`config.mk`:
```
export PLATFORM = sky130hd
export DESIGN_NAME = julia_color_pipe_flat
export DESIGN_NICKNAME = d
export VERILOG_FILES = /design/src/rtl/julia_color_pipe_if.sv /design/src/rtl/julia_color_pipe.sv /design/src/flat_wrapper.sv
export SDC_FILE = /design/constraint.sdc
export NUM_CORES = 1
export LEC_CHECK = 0
export CAP_MARGIN = 20
export CORE_ASPECT_RATIO = 1.5
export CORE_UTILIZATION = 65
export DETAILED_ROUTE_END_ITERATION = 10
export DONT_BUFFER_PORTS = 1
export PLACE_DENSITY = 0.91
export SLEW_MARGIN = 20
export SYNTH_ARGS = -nofsm -noshare
export SYNTH_HDL_FRONTEND = slang
export SYNTH_SLANG_ARGS = --single-unit
```
`constraint.sdc`:
```
create_clock -name clk -period 31.3 [get_ports clk]
set_input_delay 3.13 -clock clk [delete_from_list [all_inputs] [get_ports clk]]
set_output_delay 3.13 -clock clk [all_outputs]
set_load 0.02 [all_outputs]
```
`src/rtl/julia_color_pipe_if.sv`:
```
// julia_color_pipe_if: pixel-in / RGB-out valid-ready stream bundle
interface julia_color_pipe_if #(
    parameter int ITER_W = 8,
    parameter int HUE_W  = 9,
    parameter int CH_W   = 8
);
    logic              in_valid;
    logic              in_ready;
    logic [ITER_W-1:0] in_iter;
    logic [HUE_W-1:0]  in_hue;
    logic [1:0]        in_mode;
    logic              out_valid;
    logic              out_ready;
    logic [CH_W-1:0]   r;
    logic [CH_W-1:0]   g;
    logic [CH_W-1:0]   b;
    modport master (output in_valid, in_iter, in_hue, in_mode, out_ready,
                    input  in_ready, out_valid, r, g, b);
    modport slave  (input  in_valid, in_iter, in_hue, in_mode, out_ready,
                    output in_ready, out_valid, r, g, b);
endinterface

```
`src/rtl/julia_color_pipe.sv`:
```
// julia_color_pipe: 3-stage fixed-point iteration-count to RGB mapper with animated hue
module julia_color_pipe #(
    parameter int ITER_W   = 8,
    parameter int MAX_ITER = 100,
    parameter int CH_W     = 8,
    parameter int HUE_W    = 9,
    parameter int HUE_STEP = 10
) (
    input logic clk,
    input logic rst_n,
    input logic frame_start,
    julia_color_pipe_if.slave p
);
    localparam int VMAX = 2**CH_W - 1;
    localparam int PW   = ITER_W + CH_W + 2;
    localparam int XW   = CH_W + 7;

    logic              en;
    logic [8:0]        hue_off;
    logic [9:0]        hue_nxt;
    logic [ITER_W-1:0] it;
    logic [PW-1:0]     vraw;
    logic [CH_W-1:0]   v0;
    logic [8:0]        hb;
    logic [9:0]        hs;
    logic [8:0]        h0;
    logic [2:0]        sec0;
    logic [5:0]        frac0;
    logic [5:0]        fx;
    logic [CH_W-1:0]   x;
    logic [CH_W-1:0]   hr, hg, hbl, rr, gg, bb;

    logic              val1, set1, val2, set2;
    logic [CH_W-1:0]   v1, v2;
    logic [8:0]        h1;
    logic [1:0]        m1, m2;
    logic [2:0]        sec2;
    logic [5:0]        frac2;

    assign en = p.out_ready || !p.out_valid;
    assign p.in_ready = en;

    // stage 1: clamp, scale to value, fold hue into 0..359
    assign it    = (p.in_iter > ITER_W'(MAX_ITER)) ? ITER_W'(MAX_ITER) : p.in_iter;
    assign vraw  = PW'(it) * PW'(2 * VMAX) / PW'(MAX_ITER);
    assign v0    = (vraw > PW'(VMAX)) ? CH_W'(VMAX) : vraw[CH_W-1:0];
    assign hb    = 9'(32'(p.in_hue) % 32'd360);
    assign hs    = {1'b0, hb} + {1'b0, hue_off};
    assign h0    = (hs >= 10'd360) ? 9'(hs - 10'd360) : hs[8:0];

    // stage 2: hue sector and position within it
    assign sec0  = 3'(h1 / 9'd60);
    assign frac0 = 6'(h1 - 9'(sec0) * 9'd60);

    // stage 3: secondary component and sector/mode mux
    assign fx  = sec2[0] ? 6'd60 - frac2 : frac2;
    assign x   = CH_W'(XW'(v2) * XW'(fx) / XW'(60));
    assign hr  = (sec2 == 3'd0 || sec2 == 3'd5) ? v2 : (sec2 == 3'd1 || sec2 == 3'd4) ? x : '0;
    assign hg  = (sec2 == 3'd1 || sec2 == 3'd2) ? v2 : (sec2 == 3'd0 || sec2 == 3'd3) ? x : '0;
    assign hbl = (sec2 == 3'd3 || sec2 == 3'd4) ? v2 : (sec2 == 3'd2 || sec2 == 3'd5) ? x : '0;
    assign rr  = (m2 == 2'd1) ? v2 : (m2 == 2'd2 && set2) ? '0 : hr;
    assign gg  = (m2 == 2'd1) ? v2 : (m2 == 2'd2 && set2) ? '0 : hg;
    assign bb  = (m2 == 2'd1) ? v2 : (m2 == 2'd2 && set2) ? '0 : hbl;

    assign hue_nxt = {1'b0, hue_off} + 10'(HUE_STEP);

    always_ff @(posedge clk or negedge rst_n) begin
        if (!rst_n) begin
            val1 <= 1'b0; v1 <= '0; h1 <= '0; m1 <= '0; set1 <= 1'b0;
            val2 <= 1'b0; v2 <= '0; sec2 <= '0; frac2 <= '0; m2 <= '0; set2 <= 1'b0;
            p.out_valid <= 1'b0; p.r <= '0; p.g <= '0; p.b <= '0;
        end else if (en) begin
            val1 <= p.in_valid; v1 <= v0; h1 <= h0; m1 <= p.in_mode;
            set1 <= (it == ITER_W'(MAX_ITER));
            val2 <= val1; v2 <= v1; sec2 <= sec0; frac2 <= frac0; m2 <= m1; set2 <= set1;
            p.out_valid <= val2; p.r <= rr; p.g <= gg; p.b <= bb;
        end
    end

    // hue animation runs off frame_start regardless of downstream stalls
    always_ff @(posedge clk or negedge rst_n) begin
        if (!rst_n) hue_off <= '0;
        else if (frame_start) hue_off <= (hue_nxt >= 10'd360) ? 9'(hue_nxt - 10'd360) : hue_nxt[8:0];
    end
endmodule

```
`src/flat_wrapper.sv`:
```
// flat-port wrapper written by rule: the top's interface ports become plain ports
module julia_color_pipe_flat 
#(
    parameter int ITER_W   = 8,
    parameter int MAX_ITER = 100,
    parameter int CH_W     = 8,
    parameter int HUE_W    = 9,
    parameter int HUE_STEP = 10
)
  (clk, rst_n, frame_start, p_in_valid, p_in_iter, p_in_hue, p_in_mode, p_out_ready, p_in_ready, p_out_valid, p_r, p_g, p_b);
  julia_color_pipe_if #(.ITER_W(ITER_W), .HUE_W(HUE_W), .CH_W(CH_W)) p_i ();
  input logic clk;
  input logic rst_n;
  input logic frame_start;
  input wire logic [$bits(p_i.in_valid)-1:0] p_in_valid;
  input wire logic [$bits(p_i.in_iter)-1:0] p_in_iter;
  input wire logic [$bits(p_i.in_hue)-1:0] p_in_hue;
  input wire logic [$bits(p_i.in_mode)-1:0] p_in_mode;
  input wire logic [$bits(p_i.out_ready)-1:0] p_out_ready;
  output wire logic [$bits(p_i.in_ready)-1:0] p_in_ready;
  output wire logic [$bits(p_i.out_valid)-1:0] p_out_valid;
  output wire logic [$bits(p_i.r)-1:0] p_r;
  output wire logic [$bits(p_i.g)-1:0] p_g;
  output wire logic [$bits(p_i.b)-1:0] p_b;
  assign p_i.in_valid = p_in_valid;
  assign p_i.in_iter = p_in_iter;
  assign p_i.in_hue = p_in_hue;
  assign p_i.in_mode = p_in_mode;
  assign p_i.out_ready = p_out_ready;
  assign p_in_ready = p_i.in_ready;
  assign p_out_valid = p_i.out_valid;
  assign p_r = p_i.r;
  assign p_g = p_i.g;
  assign p_b = p_i.b;
  julia_color_pipe #(.ITER_W(ITER_W), .MAX_ITER(MAX_ITER), .CH_W(CH_W), .HUE_W(HUE_W), .HUE_STEP(HUE_STEP)) u_core (.clk(clk), .rst_n(rst_n), .frame_start(frame_start), .p(p_i));
endmodule
```
======== Word level (Yosys, flattened, before mapping) ========
Index checks and enable logic that the tools add are counted.
cells by class
  $add $sub $neg .......................... 6
  multipliers ............................. 3
  divide/modulo/power cells ............... 4
  magnitude comparators ................... 4
  equality and inequality tests ........... 8
  mux-type cells .......................... 17
  reduce and logical (&&, ||, !) cells .... 10
operators with widths
  kind                     number
  $mux W8                  14
  $mod A9 B9 Y32 const B   1
  $ge A10 B9 Y1 const B    2
  $div A17 B7 Y18 const B  1
  $gt A18 B8 Y1 const B    1
  $mux W9                  2
  $sub A9 B9 Y9 const B    2
  $mul A8 B8 Y16 const B   1
  $div A14 B6 Y15 const B  1
  $mul A8 B6 Y14           1
  $add A9 B4 Y10 const B   1
  $add A9 B9 Y10           1
  $div A9 B6 Y9 const B    1
  $eq A8 B7 Y1 const B     1
  $gt A8 B7 Y1 const B     1
  $logic_or A1 B1 Y1       7
  $eq A3 B2 Y1 const B     2
  $eq A3 B3 Y1 const B     2
  $mux W6                  1
  $sub A6 B6 Y6            1
  $sub A6 B6 Y6 const A    1
  $mul A3 B4 Y4 const B    1
  $eq A3 B1 Y1 const B     1
  $logic_not A3 Y1         1
  4 further kinds          4
word-level totals
  register bits after elaboration ......... 76
  input bits .............................. 24
  output and inout bits ................... 26
  logic and storage cells ................. 68

======== Depth between registers and ports, before layout ========
  depth after elaboration ................. 8
  mapped depth ............................ 59
  depth with buffers taken out ............ 49

======== Worst setup path before layout ========
OpenSTA, ideal clock, no wires.
  kind .................................... in2reg
  start ................................... input port p_in_iter[0]
  end ..................................... register u_core.v1[0]
  setup time .............................. 0.073 ns
  arrival time ............................ 15.375 ns
  data required time ...................... 31.227 ns
  slack ................................... 15.852 ns
  stages .................................. 56
  buffers on the path ..................... 8
  cell sequence ........................... o21ai_0 nand2_1 a31oi_1 nand2b_1 fa_1 inv_1 fa_1 inv_1 fa_1 inv_1 fa_1 inv_1 ha_1 buf_4 nand3_1 a211o_1 and3_1 or4_4 [... 20 more ...] buf_6 a211oi_2 nor4_2 and2_1 clkbuf_1 nand2_2 mux2i_2 a41oi_4 and2_1 o41a_1 a21oi_2 o31ai_2 o2111ai_1 nand4_1 a221o_1 o221a_1 a32o_1 a21oi_2
between the ends
  word-level cells in the longest chain between the ends .. 6
RTL lines
  element               RTL line                RTL
  from (decl)           flat_wrapper.sv:16      input wire logic [$bits(p_i.in_iter)-1:0] p_in_iter;
  $gt A8 B7 Y1          julia_color_pipe.sv:44  assign it = (p.in_iter > ITER_W'(MAX_ITER)) ? ITER_W'(MAX_ITER) : p.in_iter;
  $mux W8 (*)           julia_color_pipe.sv:44
  $mul A8 B8 Y16 (*)    julia_color_pipe.sv:45  assign vraw = PW'(it) * PW'(2 * VMAX) / PW'(MAX_ITER);
  $div A17 B7 Y18 (*)   julia_color_pipe.sv:45
  $gt A18 B8 Y1         julia_color_pipe.sv:46  assign v0 = (vraw > PW'(VMAX)) ? CH_W'(VMAX) : vraw[CH_W-1:0];
  $mux W8 (*)           julia_color_pipe.sv:46
  to (signal assigned)  julia_color_pipe.sv:69  val1 <= 1'b0; v1 <= '0; h1 <= '0; m1 <= '0; set1 <= 1'b0;
  to (signal assigned)  julia_color_pipe.sv:73  val1 <= p.in_valid; v1 <= v0; h1 <= h0; m1 <= p.in_mode;
  to (decl)             julia_color_pipe.sv:34  logic [CH_W-1:0] v1, v2;
Every way passes the cells marked *; elsewhere a longest branch is shown, timed or not.
A chain may end at the register's enable or synchronous reset.

======== Final worst setup path ========
Ends and elaborated chain as after synthesis.

==> flow_metrics.py <==
metrics = {
    "global_route": {
        "grt.total_usage_pct": 35.3,
        "antenna_found_initial": 0,
        "largest_net_degree_at_the_start_of_global_routing": 76,
        "grt-ovfl-total": 0,
        "first_global_vias": 13100,
        "grt_pass1_wl_mm": 61.0,
    },
    "synth": {
        "synth-edff-count": 0,
        "netlist_area_pre_place_sq_um": 13300,
        "synth.area.top_cells": "sky130_fd_sc_hd__dfrtp_1, sky130_fd_sc_hd__fa_1, sky130_fd_sc_hd__ha_1, sky130_fd_sc_hd__nand2_1, sky130_fd_sc_hd__xnor2_1",
        "synth_top_area_share_pct": 14.2,
        "synth_area_leader_cell": "sky130_fd_sc_hd__dfrtp_1",
        "synth-async-reset-ratio_pct": 100,
        "synth_sequential_area_ratio_pct": 14.2,
        "post_synth.cell_area_avg_sq_um": 7.61,
        "synth.yosys.warnings": 0,
        "dominantRegCellSynth": "sky130_fd_sc_hd__dfrtp_1",
        "post_synthesis_cell_count": 1742,
        "synthDistinctLibCells": 115,
        "yosys_register_bits": 75,
    },
    "cells_and_area": {
        "nNetsFinal": 1854,
        "post_route_cells_drive_above_1_share_pct": 6.97,
        "final_cell_mix": "sky130_fd_sc_hd__nand2_1, sky130_fd_sc_hd__nor2_1, sky130_fd_sc_hd__inv_1",
        "final_common_cell": "sky130_fd_sc_hd__nand2_1",
        "finalNonFillerCells": 1953,
        "antenna_cells": 0,
        "area_growth_pct": 2.53,
    },
    "sta": {
        "fmaxAchievable_mhz": 56.6,
        "final_setup_skew_ns": 0.0116,
        "final_min_period_over_clock_period_pct": 56.5,
        "fin_tns_setup_ns": 0,
        "timing.final.hold_violations": 0,
        "max_slew_margin_pct": 23.8,
        "worst-slew-pin-transition_ns": 1.14,
        "fin_crit_ns": 17.67,
        "setup_viol": 0,
        "slew_viol_final": 0,
        "worst_slack_setup_final_ns": 13.63,
        "rsz0062_at_grt": "no",
    },
    "cts": {
        "cts.root.buffer_cell": "sky130_fd_sc_hd__clkbuf_16",
        "cts_buffer_count": 9,
        "cts_hold_buffers": 0,
        "cts-root-to-sink-buffers": 2,
        "ctsResizeCount": 0,
        "worstSkewPairLatency_ns": 0.34,
        "cts.sinks": 75,
        "h-tree-depth": 3,
        "cts.reportedPaths.clkPinSlew_ns": 0.07,
        "cts_setup_buffers": 0,
        "cts_tree": "built",
    },
    "setup_path": {
        "worstSetupPathType": "input pin to flip-flop",
        "worst_setup_path_end_kind": "flip-flop",
        "worst_setup_path_start_kind": "input pin",
        "ff2ff_path_depth": 41,
        "library_cell_contributing_the_largest_single_delay_on_the_critical_path": "sky130_fd_sc_hd__a221oi_1",
        "worstPathMaxFanout": 17,
        "crit_path_max_incr_delay_ns": 0.67,
        "critPathRequiredTime_ns": 31.56,
        "worstPathArrival_ns": 17.93,
    },
    "detailed_routing": {
        "drtIter0Drc": 1155,
        "firstDrtPassIters": 6,
        "vias": 13200,
        "drt-vias-per-instance": 6.74,
        "detail_route.wl_per_cell_um": 19.0,
        "drt_drc_violations_left": 0,
        "drt_wl_total_mm": 37.1,
        "ant_nets": 0,
    },
    "outcome": {
        "run_status": "finished clean",
    },
    "placed_design": {
        "preCtsSetupSlack_ns": 13.64,
        "io_buffers": 0,
        "numPlacedInstances": 1937,
        "gp_congestion": 0.995,
        "post_dp_hpwl_mm": 29.2,
    },
    "die": {
        "placement_rows": 63,
        "die_w_um": 119,
        "start_util_pct": 66.7,
        "die_y_um": 177,
        "floorplan.die_area_sq_um": 21000,
        "top_level_pins": 50,
        "core_area_sq_um": 19900,
    },
    "run": {
        "drv.max_cap_violation_count": 0,
    },
    "hold_path": {
        "hold-path-cell-count": 1,
        "holdCritPathClass": "flip-flop to flip-flop",
    },
}
-- routing by layer --
layer	wire [um]	vias to the layer above	share of wire, %	global-route usage [%]
li1	-	6172	-	-
met1	13200	6219	36	35.4
met2	19500	554	52	68.0
met3	1830	213	4.9	4.48
met4	2570	0	6.9	22.8
met5	0	-	0	0
-- sequential cells by signal, summed over array words and instances (netlist names), 2 cells and up --
| register | cells |
|---|---|
| u_core.p.r | 8 |
| u_core.v1 | 8 |
| u_core.hue_off | 8 |
| u_core.h1 | 9 |
| u_core.frac2 | 6 |
| u_core.v2 | 8 |
| u_core.p.g | 8 |
| u_core.m2 | 2 |
| u_core.p.b | 8 |
| u_core.sec2 | 3 |
| u_core.m1 | 2 |
-- final timing paths --
kind / start / to / slack (ns)
worst min-delay path: u_core.val2$_DFFE_PN0P_ / u_core.p.out_valid$_DFFE_PN0P_ / 0.46
worst max register to register: u_core.sec2[0]$_DFFE_PN0P_ / u_core.p.b[0]$_DFFE_PN0P_ / 18.05
worst min register to register: u_core.val2$_DFFE_PN0P_ / u_core.p.out_valid$_DFFE_PN0P_ / 0.46
min in group asynchronous: rst_n / u_core.p.r[6]$_DFFE_PN0P_ / 2.48
max in group asynchronous: rst_n / u_core.p.g[7]$_DFFE_PN0P_ / 28.69
worst max-delay path: p_in_iter[0] / u_core.v1[0]$_DFFE_PN0P_ / 13.63
-- worst max-delay path: cells and delay by family --
family,cells,cell delay (ns)
AO/OA/AOI/OAI,23,7.08
AND/OR/NAND/NOR,14,4.07
adder cells (fa/ha/maj),5,2.60
multiplexers,2,0.76
buffers and inverters,4,0.25
-- per-stage QoR --
step                hold slack (ns)  area [sq um]  utilization, %
floorplan                     0.430         13300               -
global placement              0.443         13300            66.8
detailed placement            0.446         13300            66.8
CTS                           0.460         13600            68.4
global route                  0.481         13600            68.4
finish                        0.458         13600            68.4
-- final cells by class --
class,count,area [sq um]
tap,260,325
clock inverter,7,82.6
sequential,75,1880
clock buffer,9,225
inverter,122,458
fill,1606,6270
timing repair buffer,8,60.1
multi-input combinational,1472,10600
-- cell usage after synthesis, types with 28 or more instances --
| cell type | instances |
|---|---|
| sky130_fd_sc_hd__a21oi_1 | 113 |
| sky130_fd_sc_hd__fa_1 | 56 |
| sky130_fd_sc_hd__dfrtp_1 | 75 |
| sky130_fd_sc_hd__ha_1 | 86 |
| sky130_fd_sc_hd__clkbuf_1 | 47 |
| sky130_fd_sc_hd__nor2_1 | 147 |
| sky130_fd_sc_hd__xnor2_1 | 77 |
| sky130_fd_sc_hd__nor2b_1 | 28 |
| sky130_fd_sc_hd__xor2_1 | 36 |
| sky130_fd_sc_hd__nand2_1 | 192 |
| sky130_fd_sc_hd__nand3_1 | 48 |
| sky130_fd_sc_hd__nor3_1 | 44 |
| sky130_fd_sc_hd__and2_1 | 31 |
| sky130_fd_sc_hd__inv_1 | 121 |
| sky130_fd_sc_hd__o21ai_0 | 101 |
-- cell families after synthesis --
family	share of synthesized area, %
simple gates	24.9
compound gates	28.2
buf+inv	6.42
fa+ha+maj	16.7
xor+xnor	7.59
flops	14.2
mux	2.10
other cells	0.0567
Power is left out: the tool's default activity adds up to more than one toggle a clock period on the data nets, which glitch-free logic cannot reach.
